===== src/rtl/rl_ram_1r1w_rdport_if.sv =====
// Bundle of request, response and RAM read-port signals for rl_ram_1r1w_rdport.
// Signal suffixes are from the burst engine's point of view.
interface rl_ram_1r1w_rdport_if #(
  parameter int unsigned ABITS = 10,
  parameter int unsigned DBITS = 32,
  parameter int unsigned LBITS = 8
);
  logic [ABITS-1:0] req_addr_i;
  logic [LBITS-1:0] req_len_i;
  logic             req_valid_i;
  logic             req_ready_o;
  logic [DBITS-1:0] rsp_data_o;
  logic             rsp_valid_o;
  logic             rsp_ready_i;
  logic [ABITS-1:0] ram_raddr_o;
  logic             ram_re_o;
  logic [DBITS-1:0] ram_dout_i;

  // Burst engine side
  modport slave (
    input  req_addr_i, req_len_i, req_valid_i, rsp_ready_i, ram_dout_i,
    output req_ready_o, rsp_data_o, rsp_valid_o, ram_raddr_o, ram_re_o
  );

  // Requester / consumer / RAM side
  modport master (
    output req_addr_i, req_len_i, req_valid_i, rsp_ready_i, ram_dout_i,
    input  req_ready_o, rsp_data_o, rsp_valid_o, ram_raddr_o, ram_re_o
  );
endinterface


===== src/rtl/rl_ram_1r1w_rdport.sv =====
// Burst read engine for the read port of a 1R1W RAM with 1-cycle read latency.
// Issues auto-incrementing reads and returns data through a 2-entry response
// buffer; a credit check on issue guarantees the buffer never overflows.
// Interface parameters must match the values used here.
module rl_ram_1r1w_rdport #(
  parameter int unsigned ABITS = 10,
  parameter int unsigned DBITS = 32,
  parameter int unsigned LBITS = 8
) (
  input  logic                    clk_i,
  input  logic                    rst_i,
  rl_ram_1r1w_rdport_if.slave     bus
);

  localparam logic StIdle  = 1'b0;
  localparam logic StBurst = 1'b1;

  logic             state_q, state_d;
  logic [ABITS-1:0] addr_q, addr_d;
  logic [LBITS-1:0] rem_q, rem_d;
  logic             inflight_q;
  logic [1:0]       count_q, count_d;
  logic             rd_ptr_q, wr_ptr_q;
  logic [DBITS-1:0] buf_q [2];

  logic push, pop, issue;

  // Words already buffered plus the one on its way count against the 2 slots;
  // a pop this cycle frees a slot in time for a same-cycle issue.
  always_comb begin
    push  = inflight_q;
    pop   = (count_q != 2'd0) && bus.rsp_ready_i;
    issue = (state_q == StBurst) &&
            ((({1'b0, count_q} + {2'b00, inflight_q}) < 3'd2) || pop);
  end

  // Drive outputs from state and the issue decision
  always_comb begin
    bus.req_ready_o = (state_q == StIdle);
    bus.ram_raddr_o = addr_q;
    bus.ram_re_o    = issue;
    bus.rsp_valid_o = (count_q != 2'd0);
    bus.rsp_data_o  = buf_q[rd_ptr_q];
  end

  // FSM, address and remaining-count next state
  always_comb begin
    state_d = state_q;
    addr_d  = addr_q;
    rem_d   = rem_q;
    case (state_q)
      StIdle: begin
        if (bus.req_valid_i) begin
          addr_d  = bus.req_addr_i;
          rem_d   = bus.req_len_i;
          state_d = StBurst;
        end
      end
      StBurst: begin
        if (issue) begin
          addr_d = addr_q + ABITS'(1);
          if (rem_q == '0) begin
            state_d = StIdle;
          end else begin
            rem_d = rem_q - LBITS'(1);
          end
        end
      end
      default: state_d = StIdle;
    endcase
    count_d = count_q + {1'b0, push} - {1'b0, pop};
  end

  // Control state; reset discards any words of an interrupted burst
  always_ff @(posedge clk_i or posedge rst_i) begin
    if (rst_i) begin
      state_q    <= StIdle;
      addr_q     <= '0;
      rem_q      <= '0;
      inflight_q <= 1'b0;
      count_q    <= 2'd0;
      rd_ptr_q   <= 1'b0;
      wr_ptr_q   <= 1'b0;
    end else begin
      state_q    <= state_d;
      addr_q     <= addr_d;
      rem_q      <= rem_d;
      inflight_q <= issue;
      count_q    <= count_d;
      rd_ptr_q   <= rd_ptr_q ^ pop;
      wr_ptr_q   <= wr_ptr_q ^ push;
    end
  end

  // Buffer storage; contents beyond occupancy are don't-care so no reset
  always_ff @(posedge clk_i) begin
    if (push) begin
      buf_q[wr_ptr_q] <= bus.ram_dout_i;
    end
  end

endmodule


===== src/flat_wrapper.sv =====
// flat-port wrapper written by rule: the top's interface ports become plain ports
module rl_ram_1r1w_rdport_flat 
#(
  parameter int unsigned ABITS = 10,
  parameter int unsigned DBITS = 32,
  parameter int unsigned LBITS = 8
)
  (clk_i, rst_i, bus_req_addr_i, bus_req_len_i, bus_req_valid_i, bus_rsp_ready_i, bus_ram_dout_i, bus_req_ready_o, bus_rsp_data_o, bus_rsp_valid_o, bus_ram_raddr_o, bus_ram_re_o);
  rl_ram_1r1w_rdport_if #(.ABITS(ABITS), .DBITS(DBITS), .LBITS(LBITS)) bus_i ();
  input  logic clk_i;
  input  logic rst_i;
  input wire logic [$bits(bus_i.req_addr_i)-1:0] bus_req_addr_i;
  input wire logic [$bits(bus_i.req_len_i)-1:0] bus_req_len_i;
  input wire logic [$bits(bus_i.req_valid_i)-1:0] bus_req_valid_i;
  input wire logic [$bits(bus_i.rsp_ready_i)-1:0] bus_rsp_ready_i;
  input wire logic [$bits(bus_i.ram_dout_i)-1:0] bus_ram_dout_i;
  output wire logic [$bits(bus_i.req_ready_o)-1:0] bus_req_ready_o;
  output wire logic [$bits(bus_i.rsp_data_o)-1:0] bus_rsp_data_o;
  output wire logic [$bits(bus_i.rsp_valid_o)-1:0] bus_rsp_valid_o;
  output wire logic [$bits(bus_i.ram_raddr_o)-1:0] bus_ram_raddr_o;
  output wire logic [$bits(bus_i.ram_re_o)-1:0] bus_ram_re_o;
  assign bus_i.req_addr_i = bus_req_addr_i;
  assign bus_i.req_len_i = bus_req_len_i;
  assign bus_i.req_valid_i = bus_req_valid_i;
  assign bus_i.rsp_ready_i = bus_rsp_ready_i;
  assign bus_i.ram_dout_i = bus_ram_dout_i;
  assign bus_req_ready_o = bus_i.req_ready_o;
  assign bus_rsp_data_o = bus_i.rsp_data_o;
  assign bus_rsp_valid_o = bus_i.rsp_valid_o;
  assign bus_ram_raddr_o = bus_i.ram_raddr_o;
  assign bus_ram_re_o = bus_i.ram_re_o;
  rl_ram_1r1w_rdport #(.ABITS(ABITS), .DBITS(DBITS), .LBITS(LBITS)) u_core (.clk_i(clk_i), .rst_i(rst_i), .bus(bus_i));
endmodule

===== config.mk =====
export PLATFORM = sky130hd
export DESIGN_NAME = rl_ram_1r1w_rdport_flat
export DESIGN_NICKNAME = d
export VERILOG_FILES = /design/src/rtl/rl_ram_1r1w_rdport_if.sv /design/src/rtl/rl_ram_1r1w_rdport.sv /design/src/flat_wrapper.sv
export SDC_FILE = /design/constraint.sdc
export NUM_CORES = 1
export LEC_CHECK = 0
export CAP_MARGIN = 40
export CORE_MARGIN = 4
export CORE_UTILIZATION = 50
export CTS_CLUSTER_DIAMETER = 50
export CTS_CLUSTER_SIZE = 12
export DETAILED_ROUTE_END_ITERATION = 12
export PLACE_DENSITY = 0.87
export SKIP_LAST_GASP = 1
export SLEW_MARGIN = 25
export SYNTH_ARGS = -nofsm -noshare
export SYNTH_HDL_FRONTEND = slang
export SYNTH_SLANG_ARGS = --single-unit

===== constraint.sdc =====
create_clock -name clk_i -period 5.3 [get_ports clk_i]
set_clock_uncertainty 0.15 [all_clocks]
set_input_delay 1.59 -clock clk_i [delete_from_list [all_inputs] [get_ports clk_i]]
set_output_delay 1.59 -clock clk_i [all_outputs]
set_load 0.005 [all_outputs]

# After elaboration in Yosys (flattened, before gate mapping)
# Memory sizes are Yosys's and may differ from the RTL's.
# Index checks and enable logic that the tools add are counted.
[word_totals]
ff_bits = 24
ram_bits = 64
in_bits = 54
output_inout_bits = 45
word_cells = 40
mem_count = 1
[op_classes]
addsub = 5
n_lt_le_gt_ge = 1
n_eq_ne = 3
muxes = 13
bitwise_logic = 3
n_reduce_logical = 7
[memory_table]
columns = ["name", "words", "width", "rd", "rd_clocked_by_memory_dff", "wr", "line", "source"]
rows = [
  ["u_core.buf_q", 2, 32, 1, 0, 1, "rl_ram_1r1w_rdport.sv:24", "logic [DBITS-1:0] buf_q [2];"],
]
[op_table]
columns = ["op", "n"]
rows = [
  ["$mux 8", 3],
  ["$mux 10", 2],
  ["$pmux 10 s2", 1],
  ["$pmux 8 s2", 1],
  ["$add 10x1->10 const B", 1],
  ["$logic_not 8->1", 1],
  ["$sub 8x1->8 const B", 1],
  ["$ne 2x2->1 const B", 3],
  ["$mux 1", 5],
  ["$add 2x1->3", 1],
  ["$lt 3x2->1 const B", 1],
  ["$reduce_and 3->1", 1],
  ["$add 2x1->2", 1],
  ["$logic_and 1x1->1", 2],
  ["$pmux 1 s2", 1],
  ["$reduce_and 2->1", 1],
  ["$reduce_bool 2->1", 1],
  ["$sub 2x1->2", 1],
  ["$xor 1x1->1", 2],
  ["$logic_or 1x1->1", 1],
  ["$not 1->1", 1],
]

# Longest topological paths before layout
[depth]
ltp_word = 6
depth_mapped = 7
mapped_depth_nobuf = 7

# Worst setup path before layout
# Ideal clock, no wire load.
[synth_timing]
path_type = "input to output"
startpoint = "input port bus_rsp_ready_i"
endpoint = "output port bus_ram_re_o"
arrival_time_ns = 2.208
t_required_ns = 3.560
setup_slack_ns = 1.352
path_stages = 3
path_buffers = 1
path_cell_list = "buf_2 o21ai_1 inv_1"
[synth_between]
elab_chain_cells = 3
[synth_rtl]
columns = ["element", "line", "source"]
rows = [
  ["start, declared", "flat_wrapper.sv:15", "input wire logic [$bits(bus_i.rsp_ready_i)-1:0] bus_rsp_ready_i;"],
  ["$logic_and 1x1->1", "rl_ram_1r1w_rdport.sv:32", "pop = (count_q != 2'd0) && bus.rsp_ready_i;"],
  ["$logic_or 1x1->1", "rl_ram_1r1w_rdport.sv:34", "((({1'b0, count_q} + {2'b00, inflight_q}) < 3'd2) || pop);"],
  ["$logic_and 1x1->1", "rl_ram_1r1w_rdport.sv:33", "issue = (state_q == StBurst) &&"],
  ["end, declared", "flat_wrapper.sv:21", "output wire logic [$bits(bus_i.ram_re_o)-1:0] bus_ram_re_o;"],
]
# Every way passes these cells.

# Worst setup path in the final report
# Same ends and word-level chain as after synthesis.

==> results summary <==
The run finished with clean final reports. The area overhead of the layout relative to synthesis is 34.4%. The number of vias per cell after detailed routing is 5.56. The reg-to-reg critical path endpoint is u_core.rem_q[2]. The floorplan step defined a die boundary enclosing 8980 um^2. The global-route usage over all layers came out at 19.3%. The total power per unit cell area came out at 537 nW/um^2.

Setup total negative slack on the finished layout was measured at 0 ns. The first routing iteration left 104 violations. The share of the synthesized area in the top cell type is 51.1%.

The estimated wirelength of the detail-placed design is 5.95 mm. The worst-case vdd ir drop came out at 245 uV. The number of setup buffers added after CTS came out at 0. The number of nets produced by synthesis is 314. The deepest clock path buffer count came out at 2. The die width is 94.8 um. Leaving out fill and tap cells, the most frequent cells in the layout are 98 x sky130_fd_sc_hd__clkdlybuf4s50_1, 64 x sky130_fd_sc_hd__edfxtp_1, 32 x sky130_fd_sc_hd__mux2_2, 24 x sky130_fd_sc_hd__dfrtp_1. In the final layout, flip-flops and latches occupy 2520 um^2. The type of element launching the critical path is an input port. The register share of total power is 43.5%. In this run the mean area of a mapped cell was 14.9 um^2. The first-pass GRT wire length is 13.1 mm. The synthesized design contains 88 register bits.

The count of final setup violators came out at 0. By area the synthesized netlist is led by sky130_fd_sc_hd__edfxtp_1 51%, sky130_fd_sc_hd__dfrtp_1 16%, sky130_fd_sc_hd__mux2_2 9.6%, sky130_fd_sc_hd__ha_1 2.3%, sky130_fd_sc_hd__o221a_2 1.2%. Setup repair after global routing left no endpoint under its margin. The type of the worst setup path is in2out. The floorplan row count came out at 31. The clock sink total is 88. The capturing element type of the critical path is an output pin. The hold buffer count at cts came out at 0. The leftover overflow at the end of global routing came out at 0.

Following the worst setup path forward leads to its endpoint at bus_ram_re_o. CTS placed an instance of sky130_fd_sc_hd__clkbuf_8 at the clock tree root. Once detail routing completed, the nets flagged for antenna violations numbered 0. The final critical-path required period came out at 4.85 ns.

The cell count after synthesis is 253. The biggest area contributor in the post-synthesis netlist is sky130_fd_sc_hd__edfxtp_1. The count of buffers from port buffering came out at 98.

The core region is 7290 um^2. Counting instances, the worst hold path has a depth of 1. The net switching component of the power is 874 uW. The die is 94.8 um tall. The number of levels in the clock H-tree is 3. The number of maximum-capacitance violations is 0. The number of max-slew violations in the final report is 0. The total leakage power is 1.83 nW. In the final design database the tool counted 418 nets. The total count of hold-check failures in the final report is 0.

The initial utilization of the core area, before any placement, comes to 51.6%. The worst-case headroom to the max-slew limit is 56.1%. The final wirelength is 8.33 mm.

The clock network latency to the later pin of the worst-skew pair is 0.35 ns. The routed wire length per instance came out at 18.1 um. Routability-driven placement finished with a final weighted congestion of 0.893. The antenna cell count is 0. The maximum fanout encountered on the critical timing path is 8.

The worst hold path begins at u_core.rd_ptr_q. The part of the total power dissipated in the clock network came out at 15.2%. In this run the worst setup path begins at bus_rsp_ready_i.

The final cell utilization of the core came out at 69.4%. The tightest min-delay check is of the reg2reg type. The yosys synthesis warning count came out at 0. The post-cts sizing count is 0.

The clock-pin slew reported for the worst setup and hold paths after clock tree synthesis came out at 0.09 ns. The total CTS buffers is 9. Entering global routing, the biggest net connects 33 pins. The worst-case register-to-register setup slack is 3.31 ns. The sequential-to-total area share from yosys stat came out at 67.0%. The internal power contribution came out at 1.84 mW. Net switching is 32.2% of the power.

For the pin with the worst max-slew slack, the measured transition is 0.657 ns. Of the total power, combinational logic draws 41.3%. The area of the multi-input gates came out at 1160 um^2. The cell count of the worst reg-to-reg path came out at 6. The number of antenna violations at the first check in global routing is 0. Yosys mapped a number of flops with a built-in enable equal to 64. The netlist area before placement is 3760 um^2. The total via count after detailed routing is 2,558.

99 I/O pins were placed. In this run the critical register-to-register path is launched from u_core.rem_q[0]. The via count of the first global-routing pass came to 2,624. In the final layout, the share of cells above drive strength 1 is 18.3%. The required time of the critical path is 3.56 ns.

The most instantiated flip-flop cell in the synthesis netlist is sky130_fd_sc_hd__edfxtp_1. The CTS tree is yes. The first-pass iteration count of the detailed router is 5.

Leaving out fill and tap cells, the most frequent cell in the layout is sky130_fd_sc_hd__clkdlybuf4s50_1. The share of async-settable or async-resettable flops after synthesis is 27.3%. The number of fill cells in the layout is 535. The data arrival time of the critical path is 3.11 ns.

The number of distinct library cell variants in the gate-level netlist after synthesis is 47. The share of the cycle needed by the critical path after routing is 91.6%. After detailed routing, the number of remaining DRC violations is 0.

The timing-limited maximum frequency came out at 0.206 GHz.
[worst max-delay path, cell delays in order]
cell and delay (ns):
sky130_fd_sc_hd__clkdlybuf4s50_1 0.42, sky130_fd_sc_hd__o21ai_1 0.35, sky130_fd_sc_hd__inv_1 0.24, sky130_fd_sc_hd__clkdlybuf4s50_1 0.51
[power groups by stage]
stage / Sequential (mW) / Clock, mW / Combinational (mW)
2_1_floorplan: 1.15 / 0 / 0.600
3_3_place_gp: 1.17 / 0 / 1.09
3_5_place_dp: 1.19 / 0 / 1.12
4_1_cts: 1.18 / 0.425 / 1.13
5_1_grt: 1.21 / 0.459 / 1.23
6_report: 1.18 / 0.413 / 1.12
[per-stage QoR]
| step | setup WS [ns] | instance area, um^2 | instances | hold slack, ns | power, mW |
|---|---|---|---|---|---|
| 2_1_floorplan | 1.35 | 3760 | 253 | 0.356 | 1.75 |
| 3_3_place_gp | 0.523 | 4850 | 443 | 0.307 | 2.26 |
| 3_5_place_dp | 0.478 | 4870 | 444 | 0.317 | 2.32 |
| 4_1_cts | 0.476 | 5040 | 459 | 0.333 | 2.74 |
| 5_1_grt | 0.340 | 5060 | 460 | 0.341 | 2.89 |
| 6_report | 0.447 | 5060 | 460 | 0.330 | 2.72 |
[layer usage]
layer  track usage (%)  up-vias  wire (um)
met5                 0        -          0
met4              7.33        0        103
met2              31.4      120       4050
met1              25.0     1246       3510
li1                  -     1180          -
met3              4.62       12        663
[logic make-up (layout without fill, tap and decap cells)]
family	Yosys count	count (layout)	synth area share (%)
adder cells (fa/ha/maj)	7	7	2.33
flip-flops	88	88	67.0
AO/OA/AOI/OAI	45	45	9.31
multiplexers	35	35	10.4
AND/OR/NAND/NOR	52	52	7.78
XOR/XNOR	4	4	0.931
buffers and inverters	22	130	2.26
[cells in the mapped netlist (all sizes together), types with 2 or more instances]
cell type and number:
nand2 9, mux2i 3, xnor2 2, nor2 11, o221a 4, a21oi 8
or3 6, dfrtp 24, ha 7, edfxtp 64, nand3 4, a31oi 3
o21ai 9, nor3b 2, mux2 32, o211ai 3, a311oi 2, o221ai 2
nand4 6, buf 2, nor2b 4, xor2 2, o311ai 3, a211oi 3
nor3 2, clkbuf 9, o2111ai 2, inv 11
[how the worst min path moves through the flow]
stage                      end  slack (ns)
3_5_place_dp   u_core.rd_ptr_q        0.32
3_3_place_gp   u_core.rd_ptr_q        0.31
4_1_cts        u_core.rd_ptr_q        0.33
5_1_grt        u_core.rd_ptr_q        0.34
6_report       u_core.rd_ptr_q        0.33
2_1_floorplan  u_core.rem_q[6]        0.36
[registers in the layout, indices dropped and copies added, names as in the netlist]
signal                  cells
u_core.wr_ptr_q             1
u_core.state_q              1
u_core.rem_q                8
u_core.buf_q               64
u_core.rd_ptr_q             1
u_core.bus.ram_raddr_o     10
u_core.count_q              2
u_core.inflight_q           1
[layout make-up]
| cell class | count | share of cell area [%] |
|---|---|---|
| Sequential cell | 88 | 49.9 |
| Timing Repair Buffer | 104 | 20.6 |
| Clock inverter | 6 | 1.01 |
| Clock buffer | 9 | 2.45 |
| Inverter | 11 | 0.816 |
| Tap cell | 99 | 2.45 |
| Multi-Input combinational cell | 143 | 22.8 |
(Power assumes the default switching activity.)
